### src/rtl/axi_rr_arbiter.sv
// Two-requester round-robin arbiter and transaction sequencer for a single
// AXI-lite style slave. One transaction is in flight at a time. Writes run
// AW -> W -> B and reads run AR -> R. Each slave wait state has an abort
// timeout. The result is returned to the granted requester as a one-cycle
// done/err pulse.
module axi_rr_arbiter #(
  parameter int ADDR_W  = 4,
  parameter int DATA_W  = 8,
  parameter int TIMEOUT = 255
) (
  input  logic                  clk,
  input  logic                  reset,
  input  logic [1:0]            req,
  input  logic [1:0]            we,
  input  logic [2*ADDR_W-1:0]   addr,
  input  logic [2*DATA_W-1:0]   wdata,
  output logic [1:0]            done,
  output logic [1:0]            err,
  output logic [DATA_W-1:0]     rdata,
  output logic                  grant_id,
  output logic                  busy,
  output logic                  s_awvalid,
  input  logic                  s_awready,
  output logic [ADDR_W-1:0]     s_awaddr,
  output logic                  s_wvalid,
  input  logic                  s_wready,
  output logic [DATA_W-1:0]     s_wdata,
  input  logic                  s_bvalid,
  output logic                  s_bready,
  input  logic [1:0]            s_bresp,
  output logic                  s_arvalid,
  input  logic                  s_arready,
  output logic [ADDR_W-1:0]     s_araddr,
  input  logic                  s_rvalid,
  output logic                  s_rready,
  input  logic [DATA_W-1:0]     s_rdata
);

  // The counter only has to hold 0..TIMEOUT-1. Reaching the last value
  // while still waiting aborts the transaction.
  localparam int CNT_W = (TIMEOUT < 2) ? 1 : $clog2(TIMEOUT);
  localparam logic [CNT_W-1:0] TMO_LAST = CNT_W'(TIMEOUT - 1);

  typedef enum logic [2:0] {
    S_IDLE,
    S_AW,
    S_W,
    S_B,
    S_AR,
    S_R,
    S_DONE
  } state_t;

  state_t              state_q;
  state_t              state_d;

  logic                win;
  logic                win_we;
  logic [ADDR_W-1:0]   win_addr;
  logic [DATA_W-1:0]   win_wdata;

  logic                gid_q;
  logic                last_q;
  logic                we_q;
  logic [ADDR_W-1:0]   addr_q;
  logic [DATA_W-1:0]   wdata_q;
  logic                err_q;
  logic [DATA_W-1:0]   rdata_q;
  logic [CNT_W-1:0]    cnt_q;

  logic                waiting;
  logic                hs;
  logic                tmo;

  // Only the top bit of BRESP distinguishes error responses.
  logic                unused_bresp;
  assign unused_bresp = s_bresp[0];

  // Winner selection: a lone requester wins outright.
  // On a tie, the requester that did not win last time wins.
  always_comb begin
    win = 1'b0;
    if (req == 2'b11) begin
      win = ~last_q;
    end else begin
      win = req[1];
    end
    win_we    = win ? we[1] : we[0];
    win_addr  = win ? addr[2*ADDR_W-1:ADDR_W] : addr[ADDR_W-1:0];
    win_wdata = win ? wdata[2*DATA_W-1:DATA_W] : wdata[DATA_W-1:0];
  end

  // State register.
  always_ff @(posedge clk) begin
    if (!reset) begin
      state_q <= S_IDLE;
    end else begin
      state_q <= state_d;
    end
  end

  // Next-state logic. A timeout in any wait state overrides the normal
  // transition and goes straight to DONE.
  always_comb begin
    state_d = state_q;
    waiting = 1'b0;
    hs      = 1'b0;
    tmo     = 1'b0;
    case (state_q)
      S_IDLE: begin
        if (|req) begin
          state_d = win_we ? S_AW : S_AR;
        end
      end
      S_AW: begin
        waiting = 1'b1;
        hs      = s_awready;
        if (hs) state_d = S_W;
      end
      S_W: begin
        waiting = 1'b1;
        hs      = s_wready;
        if (hs) state_d = S_B;
      end
      S_B: begin
        waiting = 1'b1;
        hs      = s_bvalid;
        if (hs) state_d = S_DONE;
      end
      S_AR: begin
        waiting = 1'b1;
        hs      = s_arready;
        if (hs) state_d = S_R;
      end
      S_R: begin
        waiting = 1'b1;
        hs      = s_rvalid;
        if (hs) state_d = S_DONE;
      end
      S_DONE: begin
        state_d = S_IDLE;
      end
      default: begin
        state_d = S_IDLE;
      end
    endcase
    tmo = waiting && !hs && (cnt_q == TMO_LAST);
    if (tmo) begin
      state_d = S_DONE;
    end
  end

  // Datapath: grant latching, wait counter, response capture, fairness history.
  always_ff @(posedge clk) begin
    if (!reset) begin
      gid_q   <= 1'b0;
      last_q  <= 1'b1;
      we_q    <= 1'b0;
      addr_q  <= '0;
      wdata_q <= '0;
      err_q   <= 1'b0;
      rdata_q <= '0;
      cnt_q   <= '0;
    end else begin
      if (state_q == S_IDLE && |req) begin
        gid_q   <= win;
        we_q    <= win_we;
        addr_q  <= win_addr;
        wdata_q <= win_wdata;
      end

      // Any state change clears the counter, so every wait state starts from zero.
      if (state_d != state_q) begin
        cnt_q <= '0;
      end else if (waiting) begin
        cnt_q <= cnt_q + 1'b1;
      end

      if (tmo) begin
        err_q <= 1'b1;
      end else if (state_q == S_B && s_bvalid) begin
        err_q <= s_bresp[1];
      end else if (state_q == S_R && s_rvalid) begin
        err_q   <= 1'b0;
        rdata_q <= s_rdata;
      end

      if (state_q == S_DONE) begin
        last_q <= gid_q;
      end
    end
  end

  // Outputs are decoded from the state alone. This keeps at most one
  // slave handshake line high per cycle. Address and data outputs read
  // zero outside their phases.
  always_comb begin
    s_awvalid = 1'b0;
    s_awaddr  = '0;
    s_wvalid  = 1'b0;
    s_wdata   = '0;
    s_bready  = 1'b0;
    s_arvalid = 1'b0;
    s_araddr  = '0;
    s_rready  = 1'b0;
    done      = 2'b00;
    err       = 2'b00;
    case (state_q)
      S_AW: begin
        s_awvalid = 1'b1;
        s_awaddr  = addr_q;
      end
      S_W: begin
        s_wvalid = 1'b1;
        s_wdata  = wdata_q;
      end
      S_B: begin
        s_bready = 1'b1;
      end
      S_AR: begin
        s_arvalid = 1'b1;
        s_araddr  = addr_q;
      end
      S_R: begin
        s_rready = 1'b1;
      end
      S_DONE: begin
        done[gid_q] = 1'b1;
        err[gid_q]  = err_q;
      end
      default: begin
      end
    endcase
  end

  assign rdata    = rdata_q;
  assign grant_id = gid_q;
  assign busy     = (state_q != S_IDLE);

endmodule
### config.mk
export PLATFORM = sky130hd
export DESIGN_NAME = axi_rr_arbiter
export DESIGN_NICKNAME = d
export VERILOG_FILES = /design/src/rtl/axi_rr_arbiter.sv
export SDC_FILE = /design/constraint.sdc
export NUM_CORES = 1
export LEC_CHECK = 0
export BUFFER_PORTS_ARGS = -buffer_cell sky130_fd_sc_hd__buf_2
export CORE_UTILIZATION = 47
export DETAILED_ROUTE_END_ITERATION = 7
export PLACE_DENSITY = 0.79
export SYNTH_ARGS = -nofsm -noshare
export SYNTH_HDL_FRONTEND = slang
export SYNTH_SLANG_ARGS = --single-unit
### constraint.sdc
create_clock -name clk -period 1.84 [get_ports clk]
set_input_delay 0.092 -clock clk [delete_from_list [all_inputs] [get_ports clk]]
set_output_delay 0.092 -clock clk [all_outputs]
set_load 0.01 [all_outputs]
# Word-level counts from Yosys, hierarchy flattened
# Index checks and enable logic that the tools add are counted.
[classes]
addsub = 1
reduce_logical = 14
order_cmp = 2
n_mux = 30
n_bitwise = 5
eq_ne = 9
[op_table]
columns = ["cell", "count"]
rows = [
  ["$mux 3", 8],
  ["$pmux 3 s6", 1],
  ["$mux 8", 2],
  ["$mux 1", 12],
  ["$mux 4", 3],
  ["$eq 3x3->1 const B", 3],
  ["$add 8x1->8 const B", 1],
  ["$eq 8x8->1 const B", 1],
  ["$eq 3x2->1 const B", 2],
  ["$logic_and 1x1->1", 6],
  ["$reduce_bool 3->1", 2],
  ["$pmux 1 s5", 1],
  ["$reduce_or 5->1", 1],
  ["$mux 2", 2],
  ["$not 1->1", 4],
  ["$reduce_or 2->1", 2],
  ["$eq 3x1->1 const B", 1],
  ["$logic_not 3->1", 1],
  ["$ne 3x3->1", 1],
  ["$reduce_and 3->1", 1],
  ["$and 2x2->2", 1],
  ["$eq 2x2->1 const B", 1],
  ["$lt 1x2->1 const B", 1],
  ["$demux 1 s1", 1],
  ["2 further kinds", 2],
]
[totals]
out_inout_bits = 35
register_bits = 34
wordCells = 69

# Depth between registers and ports, before layout
# Gate-level depths: netlist (run 1).
[depth]
depth_word = 9
depth_mapped = 7

# Least setup slack after synthesis (run 1)
# OpenSTA, ideal clock, no wires.
[synth_timing]
path_kind = "reg2reg"
startpoint = "register state_q[2]"
endpoint = "register cnt_q[1]"
t_required_ns = 1.760
t_arrival_ns = 1.416
period_less_slack_ns = 1.495
setup_slack_ns = 0.345
n_path_buf = 1
path_stages_with_launch = 7
path_cell_list = "dfxtp_1 -> nor2b_4 -> buf_6 -> a22o_1 -> a22oi_4 -> o2111ai_4 -> a211oi_2"
[synth_between]
elab_chain_len = 8
[synth_rtl]
columns = ["element", "line_no", "text"]
rows = [
  ["start, declared", "54", "state_t state_q;"],
  ["start signal, assigned", "98", "state_q <= state_d;"],
  ["$eq 3x3->1 (tied with other cells)", "109", "case (state_q)"],
  ["$pmux 1 s5 or $reduce_or 5->1 (tied branches)", "-", ""],
  ["$logic_not 1->1 or $mux 1 (tied branches)", "147, 109", ""],
  ["$logic_and 1x1->1 (2 in series)", "147", "tmo = waiting && !hs && (cnt_q == TMO_LAST);"],
  ["$mux 3", "148", "if (tmo) begin"],
  ["$ne 3x3->1", "173", "if (state_d != state_q) begin"],
  ["$reduce_or 2->1 (no source line)", "-", ""],
  ["end signal, assigned", "176", "cnt_q <= cnt_q + 1'b1;"],
  ["end, declared", "69", "logic [CNT_W-1:0] cnt_q;"],
]
# Several ways; a longest one is shown, not always the timed one.
# A chain may end at the register's enable or synchronous reset.

# Worst setup path in the final report (run 1)
[layout_timing]
startpoint = "register state_q[1]"
endpoint = "output s_wdata[6]"
[layout_between]
elab_chain_len = 2
[layout_rtl]
columns = ["element", "line_no", "text"]
rows = [
  ["$eq 3x2->1", "208", "case (state_q)"],
  ["$mux 8", "208", ""],
  ["end, declared", "27", "output logic [DATA_W-1:0] s_wdata,"],
]
# No other way between the ends.

==> metrics.md, run 1 <==
| Metric | Value |
|---|---|
| CTS tree | `done` |
| Vias/cell | `~5.3` |
| 1st-iter DRT viols | `90` |
| Die area | `0.00412 sq mm` |
| Crit end category | `output pin` |
| Ant. Diodes | `0` |
| Clock share of power | `27.8%` |
| First-pass GRT wire length | `a little under 8 mm` |
| Share of layout cells above drive strength 1 | `between 30% and 40%` |
| Leading area contributor after synthesis | `dfxtp_1` |
| RSZ-0062 raised after global routing | `no` |
| Slew @ Worst Pin | `692 ps` |
| Worst slew margin | `53.8%` |
| Largest net degree at the start of global routing | `23` |
| Die X | `64.2 um` |
| Ys Warns | `0` |
| Logic pwr share | `28.9%` |
| Post-detail-place hpwl | `3.39 mm` |
| Top-count cell post-synth | `dfxtp_1` |
| Crit-path max FO | `10` |
| Synth top area cells | `dfxtp_1 (37%), mux2i_1 (7.7%), and3_1 (6.5%)` |
| Syn avg cell area | `8.46 sq um` |
| Yosys top cell area share | `37.4%` |
| Port-buffer cells | `78` |
| Layout net count | `345` |
| Slew Limit Fails | `0` |
| Met2 wire len | `2.13 mm` |
| Power Density | `approximately 860 mW/mm^2` |
| Post-CTS setup buffer count | `0` |
| Mapped cell area | `0.00182 sq mm` |
| ANT nets after route | `0` |
| Top Layer Used | `met4` |
| Maximum vdd drop | `0.674 mV` |
| Starting Density | `49.3%` |
| Clock Skew | `3.85 ps` |
| Root buffer cell | `clkbuf_8` |
| CTS Sinks | `34` |
| Number of enable flip-flop cells after synthesis | `0` |
| CTS Buffer Depth | `2` |
| P_sw | `664 uW` |
| Rows | `22` |
| Switching share of total power | `about a third` |
| Distinct cells, synth | `41` |
| Worst-path cell chain | `nor2b_1 > buf_4 > and3_1 > buf_2` |
| Die height | `64.2 um` |
| Fin crit period | `1710 ps` |
| Power Internal | `1380 uW` |
| DRC viols | `0` |
| Fin util | `64.3%` |
| Max-cap check violation count | `0` |
| CP startpoint kind | `flop` |
| Tot GR Track Use | `between 20% and 30%` |
| H-tree level count | `2` |
| Final setup violation count | `0` |
| RD Place Congestion | `0.848` |
| GR Overflow Total | `0` |
| Initial antenna violation count | `0` |
| Clk Latency, worst-skew pair | `280 ps` |
| M1 WL | `2.08 mm` |
| I/O Pins | `80` |
| WL final | `4.50 mm` |
| WS Path Type | `flop to output pin` |
| Syn-to-layout area delta | `30.6%` |
| Synth cell count leaders | `dfxtp_1 (34), nor2_1 (28), nand2_1 (23)` |
| Status | `complete, no violations` |
| Core Box Area | `0.00369 sq mm` |
| Seq/Total Area, Yosys | `37.4%` |
| Cell count after synthesis | `215` |
| Hold buffers post-CTS | `0` |
| CP peak stage delay | `480 ps` |
| WP data required | `1750 ps` |
| Final hold slack | `40.5 ps` |
| Setup TNS | `0 ps` |
| Routed WL per cell | `13.0 um` |
| Period utilization | `92.7%` |
| Peak Freq | `0.586 GHz` |
| Vias | `1,834` |
| Clock buffers created by TritonCTS | `5` |
| CP max-delay cell | `dfxtp_2` |
| #FFs+latches synth | `34` |
| Arrival time worst endpoint | `1610 ps` |
| Main synth FF type | `dfxtp_1` |
| Flop pwr share | `between 40% and 50%` |
| Vias in the first global route | `1,730` |
| Pleak | `0.00115 uW` |
| Net Count, Synth | `262` |
| TritonRoute pass-1 iters | `4` |
| Final Hold Fails | `0` |
| Async set or reset register ratio after synthesis | `0%` |
| Clock Pin Slew Worst Setup and Hold Paths | `70 ps` |
| Worst hold path type | `input pin to flop` |
| WL met3 | `237 um` |
==> per-layer routing <==
metal  GRT usage [%]  vias to the layer above
li1                -                      923
met1            30.6                      849
met2            40.2                       55
met3            6.61                        7
met4            8.06                        0
met5               0                        -
==> logic make-up (layout without fill, tap and decap cells) <==
logic type,count (synthesis),after routing,share of synthesized area (%)
fa+ha+maj,2,2,1.38
xor+xnor,7,7,3.37
flops,34,34,37.4
mux,15,15,8.33
compound gates,42,42,17.7
buf+inv,20,104,5.37
simple gates,95,95,26.4
==> power groups by stage <==
| stage | sequential, uW | clock (uW) | combinational, uW |
|---|---|---|---|
| after floorplan | 870 | 0 | 430 |
| after global placement | 895 | 0 | 576 |
| after detailed placement | 900 | 0 | 587 |
| after CTS | 885 | 578 | 590 |
| after global routing | 894 | 613 | 655 |
| final | 885 | 567 | 589 |
==> registers in the layout (all words and copies together), names as in the netlist <==
| signal | flops |
|---|---|
| last_q | 1 |
| rdata | 8 |
| grant_id | 1 |
| err_q | 1 |
| state_q | 3 |
| wdata_q | 8 |
| cnt_q | 8 |
| addr_q | 4 |
==> worst max-delay path, delay by kind of cell, from the launching register on <==
family,cells,cell delay (ps)
buffers and inverters,2,340
DFF,1,480
and+or+nand+nor,2,490
==> repair_timing <==
action                                 CTS  global route
setup endpoints to repair               10             0
endpoints found under the hold margin    0             0
gates resized for setup                  2             0
==> final timing paths <==
path	from	to	slack [ps]	depth (start not counted)
worst max-delay path	state_q[1]	s_wdata[6]	130	4
worst min-delay path	s_rdata[1]	rdata[1]	40	3
worst max register to register	state_q[2]	wdata_q[0]	180	6
worst min register to register	rdata[7]	rdata[7]	460	2
==> cell type report <==
type / count / area, sq um
clock inverter: 1 / 5.00
clock buffer: 7 / 86.3
fill: 350 / 1320
inverter: 7 / 26.3
sequential: 34 / 683
multi-input combinational: 161 / 1040
tap: 48 / 60.1
timing repair buffer: 89 / 473
==> stage by stage <==
stage          instance area (sq um)  cells  total power (uW)  worst slack (ps)
6_report                        2370    347              2040               134
5_1_grt                         2370    347              2160              22.3
4_1_cts                         2370    347              2050               131
3_5_place_dp                    2280    339              1490              95.7
3_3_place_gp                    2280    339              1470               150
2_1_floorplan                   1820    215              1300               345
==> cells in the final DEF, fill, tap and decap left out, types with 3 or more instances in the layout <==
cell type and instances:
mux2i_1 14, nand2b_1 4, o21ai_0 3, clkbuf_8 6
nor3_1 4, xor2_1 4, nor2_1 28, dfxtp_1 32
a21oi_1 13, nand2_1 23, and3_1 19, a211oi_1 13
buf_4 11, xnor2_1 3, inv_1 5, nand3_1 6
buf_2 78
Note: power is estimated with default switching activity, not from simulation.
==> run 2: changes to the inputs <==
--- a/config.mk
+++ b/config.mk
@@ -5,10 +5,12 @@
 export SDC_FILE = /design/constraint.sdc
 export NUM_CORES = 1
 export LEC_CHECK = 0
+export ABC_CLOCK_PERIOD_IN_PS = 1840
 export BUFFER_PORTS_ARGS = -buffer_cell sky130_fd_sc_hd__buf_2
+export CORE_MARGIN = 1
 export CORE_UTILIZATION = 47
 export DETAILED_ROUTE_END_ITERATION = 7
-export PLACE_DENSITY = 0.79
+export PLACE_DENSITY = 0.78
 export SYNTH_ARGS = -nofsm -noshare
 export SYNTH_HDL_FRONTEND = slang
 export SYNTH_SLANG_ARGS = --single-unit
==> run 2 against run 1 <==
Against the previous run: hold slack better by 2.9 ps; wire length grew 2.2%; sequential share of layout area shrank 0.28 points; sequential power about the same; largest cell class unchanged.
==> metrics.md, run 2 (synthesis gave the netlist of run 1 again) <==
| Metric | Value |
|---|---|
| Clock Pin Slew Worst Setup and Hold Paths | `70 ps` |
| Clk Latency, worst-skew pair | `280 ps` |
| Worst setup margin | `between 100 and 150 ps` |
| Reg-to-reg slack, setup | `between 100 and 150 ps` |
| Crit end category | `flop` |
| Syn-to-layout area delta | `31.6%` |
| Clock Skew | `6.26 ps` |
| CTS Sinks | `34` |
| CP startpoint kind | `flop` |
| Max-cap check violation count | `0` |
| Placed Instances | `about 340` |
| I/O Pins | `80` |
| Final setup violation count | `0` |
| Rows | `22` |
| WL final | `approximately 4.6 mm` |
| Die height | `64.2 um` |
| Clock buffers created by TritonCTS | `5` |
| Post-CTS setup buffer count | `0` |
| First-pass GRT wire length | `between 7 and 8 mm` |
| Port-buffer cells | `78` |
| Post-route insts no fill | `about 350` |
| Vias in the first global route | `roughly 1.7k` |
| Period utilization | `93.5%` |
| WS Path Type | `flop to flop` |
| Worst-path cell chain | `buf_4 > a21oi_1 > o21ai_1 > nor2_1 > o311a_1` |
| GR Overflow Total | `0` |
| Filler cells | `367` |
| Setup TNS | `0 ps` |
| RD Place Congestion | `0.880` |
| 1st-iter DRT viols | `96` |
| Vias/cell | `5.29` |
| TritonRoute pass-1 iters | `4` |
| Die X | `64.2 um` |
| Slew Limit Fails | `0` |
| Most common cell after layout, fill and taps aside | `buf_2` |
| CP peak stage delay | `520 ps` |
| Arrival time worst endpoint | `1900 ps` |
| Design Area, Final | `around 0.0024 sq mm` |
| Power Internal | `1490 uW` |
| DP Area | `between 0.002 and 0.0025 sq mm` |
| Slew @ Worst Pin | `roughly 730 ps` |
| Initial antenna violation count | `0` |
| Clock share of power | `a little under a third` |
| ANT nets after route | `0` |
| Multi-input gate area | `0.00104 sq mm` |
| Flop pwr share | `41.0%` |
| Final Hold Fails | `0` |
| Starting Density | `49.3%` |
| Post-Place Setup Slack | `roughly 74 ps` |
| Core Box Area | `0.00369 sq mm` |
| Routed WL per cell | `13.3 um` |
| Worst slew margin | `between 50% and 60%` |
| Commonest non-fill, non-tap cells in the layout | `buf_2 (78), dfxtp_1 (33), nor2_1 (28), nand2_1 (23), and3_1 (19)` |
| Ant. Diodes | `0` |
| CTS tree | `done` |
| Peak Freq | `0.581 GHz` |
| DRC viols | `0` |
| Logic pwr share | `27.9%` |
| Share of layout cells above drive strength 1 | `between 30% and 40%` |
| P_sw | `about 670 uW` |
| Power Density | `roughly 900 mW/mm^2` |
| Pleak | `about 0.0012 uW` |
| Worst hold path type | `input pin to flop` |
| Fin crit period | `1720 ps` |
| H-tree level count | `2` |
| Post-detail-place hpwl | `3.43 mm` |
| Switching share of total power | `a little under a third` |
| Tot GR Track Use | `23.8%` |
| WP data required | `2020 ps` |
| Maximum vdd drop | `0.742 mV` |
| Hold buffers post-CTS | `0` |
| Vias | `1,836` |
| CTS Buffer Depth | `2` |
| CP max-delay cell | `dfxtp_1` |
| RSZ-0062 raised after global routing | `no` |
| Die area | `0.00412 sq mm` |
| Status | `complete, no violations` |
| Largest net degree at the start of global routing | `23` |
| Root buffer cell | `clkbuf_8` |
| Seq. cell area | `roughly 680 sq um` |
| Crit-path max FO | `9` |
| Layout net count | `345` |
## run 2: cell count changes in the layout (fill, tap and decap cells not counted)
cell       before  now
dfxtp_2         2    1
clkbuf_8        6    5
bufinv_16       0    1
nor3b_1         2    1
clkinv_2        1    0
nor3b_2         0    1
dfxtp_1        32   33
clkbuf_1        1    2
## run 2: critical path, delay by kind of cell (launching register included)
| kind | cells | cell delay, ps |
|---|---|---|
| AO/OA/AOI/OAI | 3 | 710 |
| flip-flops | 1 | 520 |
| AND/OR/NAND/NOR | 1 | 150 |
| buffers and inverters | 1 | 230 |
## run 2: cell type report
type | instances | share of cell area, %
multi-input combinational | 161 | 43.7
sequential | 34 | 28.5
timing repair buffer | 89 | 19.8
clock buffer | 7 | 3.19
tap | 48 | 2.51
clock inverter | 1 | 1.26
inverter | 7 | 1.10
## run 2: per-stage QoR
step                hold slack, ps  util, %  total power, uW
finish                        43.4     64.9             2150
floorplan                      180        -             1300
global placement               335     61.8             1480
detailed placement             340     61.8             1490
global route                  44.4     64.9             2260
CTS                           32.7     64.7             2160
## run 2: what timing repair did
item | in CTS | in global routing
pin swaps | 0 | 0
cloned | 0 | 0
setup endpoints to repair | 10 | 1
gates resized for setup | 1 | 1
hold endpoints to repair | 0 | 0
## run 2: final timing paths
check             cells after the start         end       start
setup / recovery                      5  state_q[2]  state_q[2]
hold reg to reg                       2    rdata[6]    rdata[6]
setup reg to reg                      5  state_q[2]  state_q[2]
hold / removal                        3    rdata[3]  s_rdata[3]
## run 2: power groups by stage
stage | sequential (uW) | clock (uW) | combinational, uW
after floorplan | 870 | 0 | 430
after global placement | 895 | 0 | 583
after detailed placement | 899 | 0 | 595
after CTS | 883 | 681 | 598
after global routing | 893 | 711 | 660
final | 883 | 668 | 600
## run 2: routing by layer
layer  global-route usage, %  wire [um]  vias up
met5                       0          0        -
met4                    9.44         61        0
met3                    5.54        247        5
met2                    39.6       2230       56
met1                    29.5       2060      857
li1                        -          -      918
==> run 3: changes to the inputs <==
--- a/config.mk
+++ b/config.mk
@@ -5,12 +5,13 @@
 export SDC_FILE = /design/constraint.sdc
 export NUM_CORES = 1
 export LEC_CHECK = 0
+export ABC_AREA = 1
 export ABC_CLOCK_PERIOD_IN_PS = 1840
 export BUFFER_PORTS_ARGS = -buffer_cell sky130_fd_sc_hd__buf_2
 export CORE_MARGIN = 1
-export CORE_UTILIZATION = 47
+export CORE_UTILIZATION = 43
 export DETAILED_ROUTE_END_ITERATION = 7
-export PLACE_DENSITY = 0.78
+export PLACE_DENSITY = 0.72
 export SYNTH_ARGS = -nofsm -noshare
 export SYNTH_HDL_FRONTEND = slang
 export SYNTH_SLANG_ARGS = --single-unit
==> run 3 against run 2 <==
Against the previous run: largest cell class unchanged; critical path depth grew 5; count of clock-buffer cells in the layout shrank 1; synthesized cell count grew 28%; cell count grew 17%.
==> metrics.md, run 3 <==
| Metric | Value |
|---|---|
| Status | `complete, no violations` |
| Vias/cell | `approximately 4.8` |
| Final Hold Fails | `0` |
| Slew Limit Fails | `0` |
| CP peak stage delay | `roughly 380 ps` |
| Ant. Diodes | `0` |
| Synth top area cells | `dfxtp_1 (37%), nor2_1 (12%), nand2_1 (8.1%)` |
| Post-detail-place hpwl | `3.35 mm` |
| 1st-iter DRT viols | `92` |
| Hold buffers post-CTS | `0` |
| Vias | `between 1.5k and 2k` |
| Clock buffers created by TritonCTS | `5` |
| Peak Freq | `0.601 GHz` |
| Distinct cells, synth | `26` |
| Largest net degree at the start of global routing | `25` |
| WL final | `around 4.5 mm` |
| Arrival time worst endpoint | `1840 ps` |
| Hold Startpoint | `s_rdata[7]` |
| Worst reg2reg path depth | `10` |
| Share of layout cells above drive strength 1 | `33.3%` |
| CP delay by family, top | `simple AND/OR/NAND/NOR gates` |
| Final setup violation count | `0` |
| Worst hold path type | `input pin to flop` |
| Vias in the first global route | `1,698` |
| Mapped cell area | `approximately 0.0018 sq mm` |
| Leading area contributor after synthesis | `dfxtp_1` |
| Pleak | `0.00114 uW` |
| Clk Latency, worst-skew pair | `290 ps` |
| Compound-Gate Fraction of Synth Area | `10.9%` |
| Commonest non-fill, non-tap cells in the layout | `buf_2 (78), nor2_1 (58), nand2_1 (40), inv_1 (32), dfxtp_1 (32)` |
| Yosys top cell area share | `36.9%` |
| Post-cts sizing count | `0` |
| Worst-path cell chain | `nor2_2 > nand2_4 > nor2_1 > nand2_1 > nand3_1 > nand2_1 > nand2_1 > nand2_2 > nand2_4 > nor2_2` |
| CP startpoint | `state_q[1]` |
| RSZ-0062 raised after global routing | `no` |
| Starting Density | `45.5%` |
| CTS Buffer Depth | `2` |
| Mux contribution to synthesized area | `0%` |
| Top-count cell post-synth | `nor2_1` |
| Buf/Inv on CP | `0` |
| Fin util | `approximately three fifths` |
| Slew @ Worst Pin | `382 ps` |
| Net Count, Synth | `322` |
| Core Box Area | `0.00406 sq mm` |
| Max-cap check violation count | `0` |
| Rows | `23` |
| Final hold slack | `65.7 ps` |
| Async set or reset register ratio after synthesis | `0%` |
| CP max-delay cell | `dfxtp_1` |
| Setup TNS | `0 ps` |
| Cell count after synthesis | `275` |
| Syn-to-layout area delta | `29.0%` |
| Post-CTS setup buffer count | `0` |
| Terminus of the critical flop-to-flop path | `cnt_q[5]` |
| Root buffer cell | `clkbuf_8` |
| Ys Warns | `0` |
| Largest family of logic cells by synthesized area | `simple AND/OR/NAND/NOR gates` |
| Die X | `67.5 um` |
| CP startpoint kind | `flop` |
| Main synth FF type | `dfxtp_1` |
| Number of enable flip-flop cells after synthesis | `0` |
| I/O Pins | `80` |
| Die area | `0.00456 sq mm` |
| Layout net count | `a little over 400` |
| Clock Pin Slew Worst Setup and Hold Paths | `70 ps` |
| Period utilization | `about nine tenths` |
| TritonRoute pass-1 iters | `4` |
| Post-Synth XOR/XNOR Area | `3.32%` |
| Worst slew margin | `74.5%` |
| Seq/Total Area, Yosys | `36.9%` |
| Maximum vdd drop | `0.507 mV` |
| WP data required | `~2000 ps` |
| CTS Sinks | `34` |
| Power Density | `a little under 1000 mW/mm^2` |
| Crit path depth | `10` |
| Reg-to-reg slack, setup | `180 ps` |
| Tot GR Track Use | `between 20% and 30%` |
| Filler cells | `412` |
| Most common cell after layout, fill and taps aside | `buf_2` |
| WS Path Type | `flop to flop` |
| Post-synthesis simple-gate area fraction | `37.5%` |
| Syn avg cell area | `roughly 6.7 sq um` |
| Total Power | `2350 uW` |
| Post-Place Setup Slack | `139 ps` |
| Clock Skew | `about 7 ps` |
| ANT nets after route | `0` |
| Die height | `67.5 um` |
| FF-to-FF Start | `state_q[1]` |
| Synth cell count leaders | `nor2_1 (58), nand2_1 (40), dfxtp_1 (34)` |
| Fin crit period | `1660 ps` |
| GR Overflow Total | `0` |
| #FFs+latches synth | `34` |
| Crit-path max FO | `8` |
| First-pass GRT wire length | `just over 7 mm` |
| Initial antenna violation count | `0` |
| Port-buffer cells | `between 70 and 80` |
| Routed WL per cell | `11.0 um` |
| Worst setup margin | `approximately 180 ps` |
| DRC viols | `0` |
| Crit end category | `flop` |
| RD Place Congestion | `0.899` |
| Worst setup path end | `cnt_q[5]` |
| Post-synthesis adder-cell area fraction | `1.36%` |
| H-tree level count | `2` |
| Critical Path Most Common Cell | `nand2_1` |
| CTS tree | `done` |
## run 3: changes by cell type in the layout (fill, tap and decap cells not counted), moves of 13 or more
cell and change:
and3_1 -19, nand2_1 +17, mux2i_1 -14, nor2_1 +30, a211oi_1 -13, nand3_1 +14
inv_1 +27
## run 3: worst min path at each step
stage                           to  cells after the start  slack (ps)
after floorplan           grant_id                      2         230
after global placement    rdata[3]                      3         360
after detailed placement  grant_id                      3         370
after CTS                 rdata[5]                      3          60
after global routing      grant_id                      3          70
final                     rdata[7]                      3          70
## run 3: kinds of logic after synthesis
kind of cell,after synthesis
buffers and inverters,45
adder cells (fa/ha/maj),2
AO/OA/AOI/OAI,40
flip-flops,34
AND/OR/NAND/NOR,147
XOR/XNOR,7
## run 3: routing by layer
layer | wire (um) | GRT usage, % | up-vias
met4 | 142 | 11.4 | 0
met3 | 272 | 5.24 | 14
met2 | 2020 | 35.5 | 63
met1 | 2030 | 24.5 | 842
met5 | 0 | 0 | -
li1 | - | - | 1020
## run 3: report_power, final
group          switching, uW  leakage [uW]  internal (uW)
logic                    560      0.000813            294
registers               87.2      0.000278            835
clock network            278     0.0000472            301
total                    925       0.00114           1430
## run 3: worst register-to-register path, cell delays in order, from the launching register on
cell and delay, ps:
dfxtp_1 380, nor2_2 220, nand2_4 90, nor2_1 230, nand2_1 110, nand3_1 110
nand2_1 80, nand2_1 80, nand2_2 60, nand2_4 140, nor2_2 50
## run 3: through the flow
step	cells	cell area [sq um]
floorplan	275	1850
global placement	399	2280
detailed placement	399	2280
CTS	407	2380
global route	407	2380
finish	407	2380
## run 3: layout make-up
cell class / instances / area (sq um) / share of cell area, %
inverter: 37 / 141 / 5.93
tap: 50 / 62.6 / 2.63
timing repair buffer: 82 / 420 / 17.6
clock inverter: 2 / 12.5 / 0.525
multi-input combinational: 196 / 980 / 41.1
sequential: 34 / 683 / 28.7
clock buffer: 6 / 82.6 / 3.47
